[config.mk]
export PLATFORM = sky130hd
export DESIGN_NAME = temp_conv_sched
export DESIGN_NICKNAME = d
export VERILOG_FILES = /design/src/rtl/temp_conv_sched.sv
export SDC_FILE = /design/constraint.sdc
export NUM_CORES = 1
export LEC_CHECK = 0
export CAP_MARGIN = 20
export CORE_ASPECT_RATIO = 1.25
export CORE_UTILIZATION = 55
export CTS_BUF_LIST = sky130_fd_sc_hd__clkbuf_2 sky130_fd_sc_hd__clkbuf_4 sky130_fd_sc_hd__clkbuf_8
export DETAILED_ROUTE_END_ITERATION = 6
export PLACE_DENSITY_LB_ADDON = 0.1
export SLEW_MARGIN = 30
export SYNTH_ARGS = -nofsm -noshare
export SYNTH_HDL_FRONTEND = slang
export SYNTH_SLANG_ARGS = --single-unit
[constraint.sdc]
create_clock -name clk -period 2.1 [get_ports clk]
set_input_delay 0.42 -clock clk [delete_from_list [all_inputs] [get_ports clk]]
set_output_delay 0.42 -clock clk [all_outputs]
set_load 0.01 [all_outputs]
[src/rtl/temp_conv_sched.sv]
// temp_conv_sched: debounces the format button, watches the switches and sequences the shared
// temperature-conversion ROM. Build option TEMP_CLAMP_EN clamps out-of-range inputs to the nearest bound.
module temp_conv_sched #(
  parameter int DB_CYCLES = 1_000_000,
  parameter int ROM_LAT   = 1,
  parameter int MAX_C     = 100,
  parameter int MIN_F     = 32,
  parameter int MAX_F     = 212
) (
  input  logic       clk,
  input  logic       reset,
  input  logic       btn,
  input  logic [7:0] sw,
  output logic [7:0] rom_addr,
  output logic       rom_format,
  input  logic [7:0] rom_data,
  output logic [7:0] in_val,
  output logic [7:0] out_val,
  output logic       fmt,
  output logic       valid,
  output logic       busy,
  output logic       err
);
  localparam int DBW = (DB_CYCLES > 2) ? $clog2(DB_CYCLES) : 1;
  localparam int WW  = (ROM_LAT > 2) ? $clog2(ROM_LAT) : 1;
  localparam logic [7:0] MAX_C8 = 8'(MAX_C);
  localparam logic [7:0] MIN_F8 = 8'(MIN_F);
  localparam logic [7:0] MAX_F8 = 8'(MAX_F);

  typedef enum logic [1:0] {S_IDLE, S_ISSUE, S_WAIT, S_CAPTURE} state_t;

  logic [1:0]     r_btn_sync;
  logic [7:0]     r_sw_meta;
  logic [7:0]     r_sw_sync;
  logic           r_db_state;
  logic [DBW-1:0] r_db_cnt;
  logic           w_btn_s;
  logic           w_db_accept;
  logic           w_db_rise;

  state_t         r_state;
  logic           r_fmt_req;
  logic           r_pending;
  logic [7:0]     r_last_addr;
  logic [7:0]     r_raw_addr;
  logic [7:0]     r_cur_addr;
  logic           r_cur_fmt;
  logic           r_err_next;
  logic [WW-1:0]  r_wait_cnt;

  logic           w_request;
  logic           w_legal;
  logic [7:0]     w_issue_addr;
  logic           w_cap_go;
  logic [7:0]     w_cap_data;

  // Synchroniser flops carry no reset so sw is already settled when reset releases.
  always_ff @(posedge clk) begin
    r_btn_sync <= {r_btn_sync[0], btn};
    r_sw_meta  <= sw;
    r_sw_sync  <= r_sw_meta;
  end

  assign w_btn_s     = r_btn_sync[1];
  assign w_db_accept = (w_btn_s != r_db_state) && (r_db_cnt == DBW'(DB_CYCLES - 1));
  assign w_db_rise   = w_db_accept && w_btn_s;

  always_ff @(posedge clk or posedge reset) begin
    if (reset) begin
      r_db_state <= 1'b0;
      r_db_cnt   <= '0;
    end else if (w_btn_s == r_db_state) begin
      r_db_cnt <= '0;
    end else if (w_db_accept) begin
      r_db_state <= w_btn_s;
      r_db_cnt   <= '0;
    end else begin
      r_db_cnt <= r_db_cnt + 1'b1;
    end
  end

  assign w_request = (r_sw_sync != r_last_addr) || r_pending;
  assign w_legal   = r_fmt_req ? ((r_sw_sync >= MIN_F8) && (r_sw_sync <= MAX_F8))
                               : (r_sw_sync <= MAX_C8);

`ifdef TEMP_CLAMP_EN
  always_comb begin
    w_issue_addr = r_sw_sync;
    if (!r_fmt_req) begin
      if (r_sw_sync > MAX_C8) w_issue_addr = MAX_C8;
    end else if (r_sw_sync < MIN_F8) begin
      w_issue_addr = MIN_F8;
    end else if (r_sw_sync > MAX_F8) begin
      w_issue_addr = MAX_F8;
    end
  end
`else
  assign w_issue_addr = r_sw_sync;
`endif

  always_comb begin
    w_cap_go   = 1'b0;
    w_cap_data = rom_data;
    if (r_state == S_WAIT && r_wait_cnt == WW'(ROM_LAT - 1)) w_cap_go = 1'b1;
`ifndef TEMP_CLAMP_EN
    if (r_state == S_ISSUE && r_err_next) begin
      w_cap_go   = 1'b1;
      w_cap_data = '0;
    end
`endif
  end

  always_ff @(posedge clk or posedge reset) begin
    if (reset) begin
      r_state     <= S_IDLE;
      r_fmt_req   <= 1'b0;
      r_pending   <= 1'b1;
      r_last_addr <= '0;
      r_raw_addr  <= '0;
      r_cur_addr  <= '0;
      r_cur_fmt   <= 1'b0;
      r_err_next  <= 1'b0;
      r_wait_cnt  <= '0;
      rom_addr    <= '0;
      rom_format  <= 1'b0;
      in_val      <= '0;
      out_val     <= '0;
      fmt         <= 1'b0;
      valid       <= 1'b0;
      busy        <= 1'b0;
      err         <= 1'b0;
    end else begin
      valid <= 1'b0;
      case (r_state)
        S_IDLE: begin
          if (w_request) begin
            r_state    <= S_ISSUE;
            busy       <= 1'b1;
            r_cur_addr <= w_issue_addr;
            r_raw_addr <= r_sw_sync;
            r_cur_fmt  <= r_fmt_req;
            r_err_next <= !w_legal;
            rom_addr   <= w_issue_addr;
            rom_format <= r_fmt_req;
            r_pending  <= 1'b0;
          end
        end
        S_ISSUE: begin
          r_state    <= S_WAIT;
          r_wait_cnt <= '0;
        end
        S_WAIT: begin
          r_wait_cnt <= r_wait_cnt + 1'b1;
        end
        default: begin
          r_state <= S_IDLE;
          busy    <= 1'b0;
        end
      endcase
      // Compare against the raw switch value so a clamped input does not retrigger forever.
      if (w_cap_go) begin
        r_state     <= S_CAPTURE;
        in_val      <= r_cur_addr;
        out_val     <= w_cap_data;
        fmt         <= r_cur_fmt;
        err         <= r_err_next;
        valid       <= 1'b1;
        r_last_addr <= r_raw_addr;
      end
      if (w_db_rise) begin
        r_fmt_req <= !r_fmt_req;
        r_pending <= 1'b1;
      end
    end
  end
endmodule
[Yosys cells after proc, flatten, opt, wreduce, memory -nomap -nowiden]
Cells that the tools add are included.
Cells by class
  bitwise operators: 3
  $lt $le $gt $ge: 3
  equal/unequal tests: 9
  muxes and demuxes: 16
  add/sub/neg operators: 2
  reductions and logical operators: 18
Operators with widths (number)
  $mux 20: 2
  $add 20x1->20 const B: 1
  $eq 20x20->1 const B: 1
  $reduce_and 2->1: 5
  $ge 8x6->1 const B: 1
  $le 8x7->1 const B: 1
  $le 8x8->1 const B: 1
  $mux 1: 8
  $mux 8: 1
  $ne 8x8->1: 1
  $pmux 2 s3: 1
  $reduce_bool 2->1: 3
  $logic_and 1x1->1: 5
  $mux 2: 2
  $ne 2x2->1 const B: 2
  $pmux 1 s2: 2
  $ne 3x3->1 const B: 1
  $not 1->1: 3
  $eq 2x1->1 const B: 1
  $eq 2x2->1 const B: 1
  $logic_not 1->1: 2
  $logic_not 2->1: 1
  $reduce_or 2->1: 1
  $add 1x1->1 const B: 1
  3 further kinds: 3
Storage, ports and cells
  input port bits: 19
  bits in registers: 74
  output and inout port bits: 29
  logic and storage cells: 69

[Longest topological paths before layout]
  word-level depth: 6
  gate-level depth with buffers: 8
  depth with buffers taken out: 7

[Worst setup path after synthesis]
No wires, ideal clock.
  kind: reg-to-reg
  start: reg r_db_cnt[12]
  end: reg r_db_cnt[18]
  data required time: 1.966 ns
  path buffers: 1
  arrival: 1.771 ns
  period minus slack after synthesis: 1.905 ns
  library setup time: 0.134 ns
  stages on the path, launching flop included: 6
  setup slack: 0.195 ns
  cells stage by stage: dfrtp_1 -> or4_1 -> or4_4 -> o21ai_2 -> buf_6 -> a21oi_1
Between the ends
  cells in the longest elaborated chain, start to end: 4
  elaborated cells between the ends (all ways): 5
  classes of those cells: add/sub: 1; eq/ne: 1; mux: 2; reduce/logical: 1
Ends and longest elaborated chain
  from (decl): line 36  | logic [DBW-1:0] r_db_cnt;
  from (signal assigned): line 78  | r_db_cnt <= r_db_cnt + 1'b1;
  branches (longest 2 deep; another with $add 20x1->20)
  $mux 20 *: line 74  | end else if (w_db_accept) begin
  $mux 20 *: line 72  | end else if (w_btn_s == r_db_state) begin
Every way passes the cells marked *.
A chain may end at the register's enable or synchronous reset.

[Final worst setup path]
Same ends and word-level chain as after synthesis.

==> metrics.md <==
| Metric | Value |
|---|---|
| Status | completed |
| Final Cycle Share | 96.4% |
| Remaining antenna violation count | 0 |
| Worst setup EP type | flip-flop |
| Area occupied by registers | 1760 µm² |
| Worst VDD drop | 803 µV |
| CTS tree | built |
| Post-layout total power | 4650 µW |
| Fin crit period | 2.02 ns |
| Synth cell types | 48 |
| Crit path cell chain | or4_1, or4_4, o21ai_2, buf_4, a21oi_1 |
| Pin count of the biggest net entering global routing | 57 |
| Deepest clock path buffer count | 2 |
| Post-synth EDFFs | 0 |
| Placed Area | 3580 µm² |
| Setup violations, final | 0 |
| IO Port Bufs | 47 |
| Worst hold path class | reg2reg |
| Warnings from Yosys | 0 |
| Worst-path clk slew | 0.07 ns |
| Ys flop type | dfrtp_1 |
| Number of buffers created by CTS | 9 |
| Final Max Tran Viols | 0 |
| #FFs+latches synth | 74 |
| WP buf/inv | 1 |
| CP max-delay cell | or4_4 |
| Max-Cap Viols | 0 |
| Gr usage total | 22.5% |
| Final HPWL DP | 4100 µm |
| Sw frac | 30.7% |
| Setup TNS | 0 ns |
| Ys async rst share | 75.7% |
| DRT Pass-1 Iters | 4 |
| Comb pwr share | 34.9% |
| Final Hold Viols | 0 |
| Clock Root Buffer | clkbuf_8 |
| Lkg Pwr | 0.00164 µW |
| Depth of the CTS H-tree | 3 |
| Hold buffers post-CTS | 0 |
| Top cells by area, synth | dfrtp_1 46%, dfxtp_1 12%, xnor2_1 4.7%, mux2_2 4.5%, nand2_1 4.0% |
| Post-synth top area cell | dfrtp_1 |
| Critical Path Fanout Max | 11 |
| Initial drt markers | 80 |
| Io pins | 48 |
| Die W | 67.8 µm |
| Sequential cell area fraction in the yosys report | 59.3% |
| Post-CTS sizing | 0 |
| RD Place Congestion | 0.817 |
| # DRC | 0 |
| Vias after detailed routing | 2076 |
| Core box area | 5150 µm² |
| Fin nets | 342 |
| Initial antenna violation count | 0 |
| Synth Net Count | 278 |
| Clock Latency Late Sink | 0.34 ns |
| Mean post-synth cell area | 11.7 µm² |
| P_sw | 1430 µW |
| Clock Skews | 0.0134 ns |
| Sequential Power Share | 41.5% |
| Cell Int Power | 3220 µW |
| Mapped Area | 2970 µm² |
| Area taken by multi-input logic gates | 1130 µm² |
| CP Launch Type | flip-flop |
| Fmax | 494 MHz |
| Site Rows | 29 |
| Vias in the first global route | 2072 |
| DIE HEIGHT | 84.2 µm |
| Max stage delay on crit path | 0.54 ns |
| Worst Max-Slew Pin Slew | 0.616 ns |
| Initial core utilization | 57.7% |
| Clock sinks | 74 |
| Drt via density | 5.38 |
| Area share of the largest cell type after synthesis | 46.3% |
| Clock share of power | 23.5% |
| Crit path DAT | 2.22 ns |
| GRT Residual Overflow | 0 |
| Crit path max-delay family | simple AND/OR/NAND/NOR gates |
| Rel. slew slack | 59.0% |
| Fill cell count | 385 |
| PwrDens | 1230 nW/µm² |
| Critical path class | reg2reg |
| CP Data Required Time | 2.30 ns |
| Fraction of layout cells with a size suffix above 1 | 15.4% |
| Area Overhead vs Synth | 27.2% |
| Drt total wl | 5630 µm |
| Fin area | 3780 µm² |
| N_diodes | 0 |
| Syn Inst Count | 255 |
| DR WL/cell | 14.6 µm |
| Setup Buffers After CTS | 0 |
| Die area | 5710 µm² |
| First-pass GRT wire length | 9350 µm |
| RSZ-0062 raised after global routing | no |
## synth_stat cells, types with 2 or more instances
cell type / instances
or4_1: 3
dfxtp_1: 18
and2_1: 2
o21ai_0: 3
inv_1: 11
a22o_1: 8
nor3_1: 2
mux2_2: 12
xnor2_1: 16
dfrtp_1: 55
a21oi_1: 6
o22a_1: 2
nand3_1: 8
buf_6: 2
nand2b_1: 3
ha_1: 4
nand4_1: 7
nand2_1: 32
nor2_1: 16
xor2_1: 8
or2_2: 2
o31ai_1: 3
clkbuf_1: 3
nor4_1: 3
and4_1: 3
## final cells by class
cell class | count | share of cell area (%)
Multi-Input combinational cell | 165 | 30.0
Sequential cell | 74 | 46.6
Tap cell | 62 | 2.05
Clock buffer | 13 | 4.23
Timing Repair Buffer | 58 | 15.0
Clock inverter | 3 | 1.06
Inverter | 11 | 1.09
## sequential cells by signal (all words and copies together), names as in the netlist, 2 cells and up
signal,count
r_sw_meta,8
r_cur_addr,8
out_val,8
r_db_cnt,20
r_state,2
r_btn_sync,2
r_last_addr,8
r_sw_sync,8
## layout by cell type (no fill, tap or decap), drive strengths merged, types with 8 or more instances in the layout
cell type      instances
dfrtp                 55
inv                   11
nor2                  16
nand2                 32
dfxtp                 18
buf                   11
clkbuf                13
mux2                  12
xnor2                 16
a22o                   8
xor2                   8
nand3                  8
clkdlybuf4s50         47
## through the flow
step	cells	util, %	setup slack [ns]	hold WS (ns)
6_report	386	73.4	0.0765	0.328
5_1_grt	386	73.4	0.00611	0.336
4_1_cts	386	73.4	0.0689	0.330
3_5_place_dp	370	69.5	0.0766	0.314
3_3_place_gp	370	69.5	0.114	0.310
2_1_floorplan	255	-	0.195	0.310
## path summary, 6_finish.rpt
| check | from | slack, ns | to | cells after the start |
|---|---|---|---|---|
| setup / recovery | r_db_cnt[12]$_DFF_PP0_ | 0.08 | r_db_cnt[18]$_DFF_PP0_ | 5 |
| hold / removal | r_sw_meta[3]$_DFF_P_ | 0.33 | r_sw_sync[3]$_DFF_P_ | 0 |
| hold reg to reg | r_sw_meta[3]$_DFF_P_ | 0.33 | r_sw_sync[3]$_DFF_P_ | 0 |
| max in group asynchronous | reset | 1.36 | r_pending$_DFFE_PP1P_ | 3 |
| min in group asynchronous | reset | 0.45 | r_db_cnt[16]$_DFF_PP0_ | 3 |
| setup reg to reg | r_db_cnt[12]$_DFF_PP0_ | 0.08 | r_db_cnt[18]$_DFF_PP0_ | 5 |
## power groups by stage
stage	clock network, µW	registers, µW	logic [µW]
4_1_cts	1120	1930	1650
3_5_place_dp	0	1960	1630
2_1_floorplan	0	2030	807
5_1_grt	1180	1970	1800
3_3_place_gp	0	1950	1600
6_report	1090	1930	1620
## worst register-to-register path: cells and delay by family, from the launching register on
family	cells	cell delay, ns
compound gates	2	0.21
simple gates	2	1.07
flops	1	0.42
buf+inv	1	0.20
## cell families (layout without fill, tap and decap cells)
logic type | Yosys count | in the layout | share of synthesized area [%]
AND/OR/NAND/NOR | 91 | 91 | 16.2
adder cells (fa/ha/maj) | 4 | 4 | 1.68
buffers and inverters | 16 | 85 | 2.53
XOR/XNOR | 24 | 24 | 7.07
multiplexers | 13 | 13 | 4.88
AO/OA/AOI/OAI | 33 | 33 | 8.38
flip-flops | 74 | 74 | 59.3
## metal layers
layer  wire (µm)  global-route usage [%]  up-vias
met1        2510                    28.0      991
met5           0                       0        -
met4         127                    13.2        0
li1            -                       -     1021
met3         174                    4.35       12
met2        2820                    35.6       52
No activity file was read; power rests on OpenSTA's default activity.
